--- src/rtl/sync_updown_counter_pkg.sv ---
// Shared definitions for loadable counters: direction encoding
// and the load-value clamp reused by other modulo counters.
package sync_updown_counter_pkg;

    localparam logic DIR_UP = 1'b1;
    localparam logic DIR_DN = 1'b0;

    function automatic int clamp_mod(input int value, input int mod);
        return (value > mod - 1) ? mod - 1 : value;
    endfunction

endpackage

--- src/rtl/sync_updown_counter_bin2gray.sv ---
// Combinational binary-to-Gray converter; the caller registers it.
// Used by sync_updown_counter only when GRAY_OUT_EN is defined.
module bin2gray #(
    parameter int N = 4
) (
    input  logic [N-1:0] bin,
    output logic [N-1:0] gray
);

    assign gray = bin ^ (bin >> 1);

endmodule

--- src/rtl/sync_updown_counter.sv ---
// Synchronous modulo-MOD up/down counter with clamped load and wrap pulse.
// Define GRAY_OUT_EN to add the registered Gray-coded output q_gray.
module sync_updown_counter
    import sync_updown_counter_pkg::*;
#(
    parameter int N   = 4,
    parameter int MOD = 16
) (
    input  logic         clk,
    input  logic         reset,
    input  logic         en,
    input  logic         up,
    input  logic         load,
    input  logic [N-1:0] d,
    output logic [N-1:0] q,
    output logic         tc,
    output logic         wrap
`ifdef GRAY_OUT_EN
    ,
    output logic [N-1:0] q_gray
`endif
);

    localparam logic [N:0] MOD_X = (N+1)'(MOD);
    localparam logic [N:0] LAST  = (N+1)'(MOD - 1);

    logic [N:0]   q_x;
    logic [N:0]   inc;
    logic [N:0]   dec;
    logic         at_max;
    logic         at_zero;
    logic [N-1:0] q_next;
    logic         wrap_next;

    assign q_x = {1'b0, q};
    assign inc = q_x + (N+1)'(1);
    assign dec = q_x - (N+1)'(1);

    // The extra bit catches both edges: inc reaching MOD, dec borrowing below 0.
    assign at_max  = (inc == MOD_X);
    assign at_zero = dec[N];

    assign tc = (up == DIR_UP) ? at_max : at_zero;

    always_comb begin
        q_next    = q;
        wrap_next = 1'b0;
        if (load) begin
            q_next = N'(clamp_mod(int'(d), MOD));
        end else if (en) begin
            if (up == DIR_UP) begin
                q_next    = at_max ? '0 : inc[N-1:0];
                wrap_next = at_max;
            end else begin
                q_next    = at_zero ? LAST[N-1:0] : dec[N-1:0];
                wrap_next = at_zero;
            end
        end
    end

    always_ff @(posedge clk) begin
        if (reset) begin
            q    <= '0;
            wrap <= 1'b0;
        end else begin
            q    <= q_next;
            wrap <= wrap_next;
        end
    end

`ifdef GRAY_OUT_EN
    logic [N-1:0] gray_next;

    bin2gray #(.N(N)) u_bin2gray (
        .bin  (q_next),
        .gray (gray_next)
    );

    // Encoding the next value keeps q_gray in the same cycle as q.
    always_ff @(posedge clk) begin
        if (reset) begin
            q_gray <= '0;
        end else begin
            q_gray <= gray_next;
        end
    end
`endif

endmodule

--- config.mk ---
export PLATFORM = sky130hd
export DESIGN_NAME = sync_updown_counter
export DESIGN_NICKNAME = d
export VERILOG_FILES = /design/src/rtl/sync_updown_counter_pkg.sv /design/src/rtl/sync_updown_counter_bin2gray.sv /design/src/rtl/sync_updown_counter.sv
export SDC_FILE = /design/constraint.sdc
export NUM_CORES = 1
export LEC_CHECK = 0
export BUFFER_PORTS_ARGS = -buffer_cell sky130_fd_sc_hd__buf_2
export CORE_AREA = 2 2 39 41
export CTS_BUF_LIST = sky130_fd_sc_hd__clkbuf_4 sky130_fd_sc_hd__clkbuf_8
export DETAILED_ROUTE_END_ITERATION = 12
export DIE_AREA = 0 0 41 43
export GPL_ROUTABILITY_DRIVEN = 0
export SYNTH_ARGS = -nofsm -noshare
export SYNTH_HDL_FRONTEND = slang
export SYNTH_SLANG_ARGS = --single-unit
--- constraint.sdc ---
create_clock -name clk -period 2 [get_ports clk]
set_clock_uncertainty 0.05 [all_clocks]
set_input_delay 0.3 -clock clk [delete_from_list [all_inputs] [get_ports clk]]
set_output_delay 0.3 -clock clk [all_outputs]
set_load 0.02 [all_outputs]
Word level (Yosys, flattened, before mapping) --
Cells that the tools add are included.
Operators by class: add/sub/neg operators 2, multipliers 0, divide/modulo/power cells 0, order comparisons 0, equal/unequal tests 1, shift operators 0, mux-type cells 6, bitwise operators 1, reduce and logical (&&, ||, !) cells 2
Operators by type and width (number):
- $mux W4 | 5
- $add A4 B1 Y5 const B | 1
- $eq A5 B5 Y1 const B | 1
- $sub A4 B1 Y5 const B | 1
- $reduce_or A3 Y1 | 1
- $reduce_bool A2 Y1 | 1
- $mux W1 | 1
- $not A1 Y1 | 1
Word-level totals: register bits 5, bits in latches 0, bits in writable memories 0, bits in read-only memories 0, input port bits 9, output and inout port bits 6, memories kept 0

Logic depth before layout (Yosys ltp) --
depth in word-level cells 6, mapped depth 5, mapped depth without buffers 5

Worst setup path before layout --
OpenSTA, ideal clock, no wires.
path type register -> register, from register q[0], to register q[2], arrival 1.580 ns, path slack 0.243 ns, cell stages (with the launch flop) 6, path buffers 0, clock period less this slack 1.757 ns, cells stage by stage dfxtp_1 inv_1 ha_1 mux2_1 and3_1 or3_1
Between the ends: word-level cells in the longest chain between the ends 6
Ends and longest elaborated chain:
- start, declared | RTL line sync_updown_counter.sv:15 | output logic [N-1:0] q,
- start signal, assigned | RTL line sync_updown_counter.sv:66 | q <= q_next;
- $add A4 B1 Y5 | RTL line sync_updown_counter.sv:36 | assign inc = q_x + (N+1)'(1);
- $eq A5 B5 Y1 | RTL line sync_updown_counter.sv:40 | assign at_max = (inc == MOD_X);
- $mux W4 | RTL line sync_updown_counter.sv:52 | q_next = at_max ? '0 : inc[N-1:0];
- $mux W4 (*) | RTL line sync_updown_counter.sv:51 | if (up == DIR_UP) begin
- $mux W4 (*) | RTL line sync_updown_counter.sv:50 | end else if (en) begin
- $mux W4 (*) | RTL line sync_updown_counter.sv:48 | if (load) begin
Mark *: on every way between the ends. The rest lies on a longest branch, timed or not. The select of a mux whose other input is x is not followed. A chain may end at the register's enable or synchronous reset.

Final worst setup path --
from register q[0], to output port tc
Between the ends: word-level cells in the longest chain between the ends 3
Ends and longest elaborated chain:
- $add A4 B1 Y5 | RTL line sync_updown_counter.sv:36
- $eq A5 B5 Y1 | RTL line sync_updown_counter.sv:40
- $mux W1 (*) | RTL line sync_updown_counter.sv:43 | assign tc = (up == DIR_UP) ? at_max : at_zero;
- end, declared | RTL line sync_updown_counter.sv:16 | output logic tc,
Mark *: on every way between the ends. The rest lies on a longest branch, timed or not.

==> impl_metrics.xml <==
<?xml version="1.0" encoding="UTF-8"?>
<metrics>
  <group name="cells_and_area">
    <metric name="layout-drive-gt1-share" unit="%">45.90</metric>
    <metric name="antenna-diode-count" unit="">0</metric>
    <metric name="layoutNonFillerInstCount" unit="">77</metric>
    <metric name="fin_nets" unit="">73</metric>
    <metric name="layout.core_utilization" unit="%">36.62</metric>
    <metric name="area_growth_syn_to_layout" unit="%">35.91</metric>
  </group>
  <group name="grt">
    <metric name="initial_antenna_violation_count" unit="">0</metric>
    <metric name="grt_overflow" unit="">0</metric>
    <metric name="globalRouteTotalUtil" unit="%">13.83</metric>
    <metric name="grt_max_degree" unit="">12</metric>
    <metric name="vias_in_the_first_global_route" unit="">388</metric>
    <metric name="first_pass_grt_wire_length" unit="um">1566</metric>
  </group>
  <group name="routing">
    <metric name="drt_wl_total" unit="um">1035</metric>
    <metric name="post-route-drc-count" unit="">0</metric>
    <metric name="detail-route-antenna-nets" unit="">0</metric>
    <metric name="detail_route.wl_per_cell" unit="um">13.44</metric>
    <metric name="drt_pre_antenna_iters" unit="">2</metric>
    <metric name="vias" unit="">395</metric>
    <metric name="route.detailed.vias_per_inst" unit="">5.130</metric>
    <metric name="drtIter0Drc" unit="">9</metric>
  </group>
  <group name="synth">
    <metric name="sequential_share_of_the_synthesized_area" unit="%">26.85</metric>
    <metric name="synth_largest_type_area_fraction" unit="%">26.85</metric>
    <metric name="synth.cell_area" unit="sq um">372.9</metric>
    <metric name="synth_commonest_cells" unit="">inv_1 (6), dfxtp_1 (5)</metric>
    <metric name="synth_largest_area_cell" unit="">dfxtp_1</metric>
    <metric name="synth.top_cells.by_area" unit="">dfxtp_1 (27%), ha_1 (6.7%), inv_1 (6.0%)</metric>
    <metric name="netlist_instances" unit="">43</metric>
    <metric name="ffs_latches_synth" unit="">5</metric>
    <metric name="syn-num-nets" unit="">54</metric>
    <metric name="number_of_unique_standard_cell_types_used_by_synthesis" unit="">28</metric>
    <metric name="synthesis.area_per_instance" unit="sq um">8.671</metric>
    <metric name="ys.warnings.count" unit="">0</metric>
    <metric name="yosysMostFrequentCell" unit="">inv_1</metric>
    <metric name="synth_async_sr_flop_share" unit="%">0</metric>
    <metric name="synth_ff_type" unit="">dfxtp_1</metric>
    <metric name="synth-edff-count" unit="">0</metric>
  </group>
  <group name="setup_path">
    <metric name="crit_path_end_kind" unit="">primary output</metric>
    <metric name="cp.depth" unit="">5</metric>
    <metric name="worstPathArrival" unit="ns">1.64</metric>
    <metric name="worst_setup_path_endpoint" unit="">tc</metric>
    <metric name="worstPathMaxFanout" unit="">7</metric>
    <metric name="r2r-end" unit="">q[0]$_SDFFE_PP0P_</metric>
    <metric name="timing_worst_setup_path_type" unit="">flop to primary output</metric>
    <metric name="worst_r2r_startpoint" unit="">q[0]$_SDFFE_PP0P_</metric>
    <metric name="worst-r2r-setup-slack" unit="ns">0.28</metric>
    <metric name="cp-start-kind" unit="">flop</metric>
    <metric name="reg2reg_depth" unit="">6</metric>
    <metric name="master_of_the_slowest_instance_on_the_critical_path" unit="">or4b_4</metric>
    <metric name="path_buf_inv" unit="">2</metric>
    <metric name="timing.critical_path.from" unit="">q[0]$_SDFFE_PP0P_</metric>
    <metric name="crit_path_cell_trace" unit="">inv_2 -&gt; ha_2 -&gt; or4b_4 -&gt; o31ai_2 -&gt; buf_4</metric>
    <metric name="timing.critical_path.max_delay_family" unit="">simple AND/OR/NAND/NOR gates</metric>
    <metric name="worst-endpoint-required" unit="ns">1.65</metric>
    <metric name="slowest_delay" unit="ns">0.48</metric>
  </group>
  <group name="sta">
    <metric name="slew_violations" unit="">0</metric>
    <metric name="worst-slew-pin-transition" unit="ns">0.3095</metric>
    <metric name="slew_margin_rel" unit="%">78.84</metric>
    <metric name="setup_viol" unit="">0</metric>
    <metric name="final_cycle_utilization_of_the_critical_path" unit="%">99.34</metric>
    <metric name="max_freq" unit="GHz">0.5033</metric>
    <metric name="hold_viol" unit="">0</metric>
    <metric name="fin_crit" unit="ns">1.987</metric>
  </group>
  <group name="place">
    <metric name="dp_hpwl" unit="um">754.8</metric>
    <metric name="numPlacedInstances" unit="">72</metric>
    <metric name="portBuffers" unit="">14</metric>
  </group>
  <group name="pwr">
    <metric name="leakagePower" unit="nW">0.2337</metric>
    <metric name="power.density_cell_area" unit="nW/um^2">683.5</metric>
    <metric name="total_power" unit="mW">0.3464</metric>
    <metric name="vdd.ir_drop.worst" unit="mV">0.2826</metric>
  </group>
  <group name="floorplanning">
    <metric name="starting_utilization_of_the_core_area" unit="%">26.94</metric>
    <metric name="core.rowCount" unit="">14</metric>
    <metric name="fp.coreArea" unit="sq um">1384</metric>
    <metric name="floorplan.die.height" unit="um">43</metric>
    <metric name="fp.dieW" unit="um">41</metric>
    <metric name="die_area" unit="sq um">1763</metric>
    <metric name="io-pin-count" unit="">15</metric>
  </group>
  <group name="clock_network">
    <metric name="cts-buffers-inserted" unit="">3</metric>
    <metric name="clk_root_buffer_cell" unit="">clkbuf_4</metric>
    <metric name="cts_max_level" unit="">1</metric>
    <metric name="clkTransAtPathRegs" unit="ns">0.04</metric>
    <metric name="cts_tree" unit="">yes</metric>
    <metric name="cts.path.max_buffers" unit="">2</metric>
    <metric name="cts-hold-fix-buffers" unit="">0</metric>
    <metric name="insertion_delay" unit="ns">0.25</metric>
    <metric name="clock_sink_count" unit="">5</metric>
  </group>
  <group name="min_path">
    <metric name="min_from" unit="">d[1]</metric>
    <metric name="hp-class" unit="">input port to flop</metric>
  </group>
  <group name="job">
    <metric name="maxCapViolCount" unit="">0</metric>
  </group>
  <group name="outcome">
    <metric name="status" unit="">completed</metric>
  </group>
</metrics>
[worst reg2reg max path: stages (launching register included)]
cell and delay [ns]:
dfxtp_2 0.35, inv_2 0.08, ha_2 0.18, or4b_4 0.48
buf_4 0.15, a31o_1 0.23, a21oi_2 0.13
[power breakdown]
| group | internal [mW] | switching, mW | leakage (nW) | total, mW |
|---|---|---|---|---|
| sequential | 0.108 | 0.0124 | 0.0422 | 0.120 |
| combinational | 0.0411 | 0.0480 | 0.173 | 0.0892 |
| clock | 0.0893 | 0.0477 | 0.0184 | 0.137 |
[through the flow]
step	setup TNS, ns	cell area, sq um	setup WS (ns)	hold WS, ns
after floorplan	0	372.9	0.2433	0.3124
after global placement	0	459.2	0.2854	0.5118
after detailed placement	0	459.2	0.2349	0.5177
after CTS	0	493.0	0.01486	0.2466
after global routing	-0.03182	506.7	-0.03182	0.2474
final	0	506.7	0.01323	0.2423
[sequential cells by signal, summed over array words and instances, names as in the netlist]
| signal | count |
|---|---|
| q | 4 |
| wrap | 1 |
[cell type report]
cell class	count	area [sq um]
Tap cell	16	20.02
Sequential cell	5	105.1
Inverter	6	22.52
Clock buffer	4	30.03
Fill cell	154	877.1
Multi-Input combinational cell	31	249.0
Timing Repair Buffer	15	80.08
[cells by family (layout without fill, tap and decap cells)]
group                      Yosys count  in the layout  share of synthesized area (%)
AOI/OAI and AO/OA                   10             10                          22.15
and+or+nand+nor                     18             18                          34.23
buffers and inverters                7             25                          7.046
DFF                                  5              5                          26.85
adders and majority gates            2              2                          6.710
muxes                                1              1                          3.020
[per-layer routing]
layer	part of all wire, %	routed length, um	track usage [%]
met5	0	0	0
met4	4.5	47	10.00
met3	7.1	74	6.806
met2	47	487	20.63
met1	41	426	14.06
[layout by cell type, fill, tap and decap left out, drive strengths merged, types with 2 or more instances in the layout]
master	n
buf	15
inv	6
dfxtp	5
clkbuf	4
a21oi	3
nand4	2
nand2b	2
nor2	2
nand2	2
nor3	2
ha	2
[timing repair]
action                                  CTS  global route
setup buffers                             0             1
endpoints found under the setup margin    1             1
gates cloned                              0             0
gates resized for setup                   2             4
[worst min-delay path by stage]
stage	end	cells past startpoint
after floorplan	q[0]$_SDFFE_PP0P_	1
after global placement	q[0]$_SDFFE_PP0P_	2
after detailed placement	q[0]$_SDFFE_PP0P_	2
after CTS	q[0]$_SDFFE_PP0P_	2
after global routing	q[0]$_SDFFE_PP0P_	2
final	q[1]$_SDFFE_PP0P_	3
Note: power is estimated with default switching activity, not from simulation.
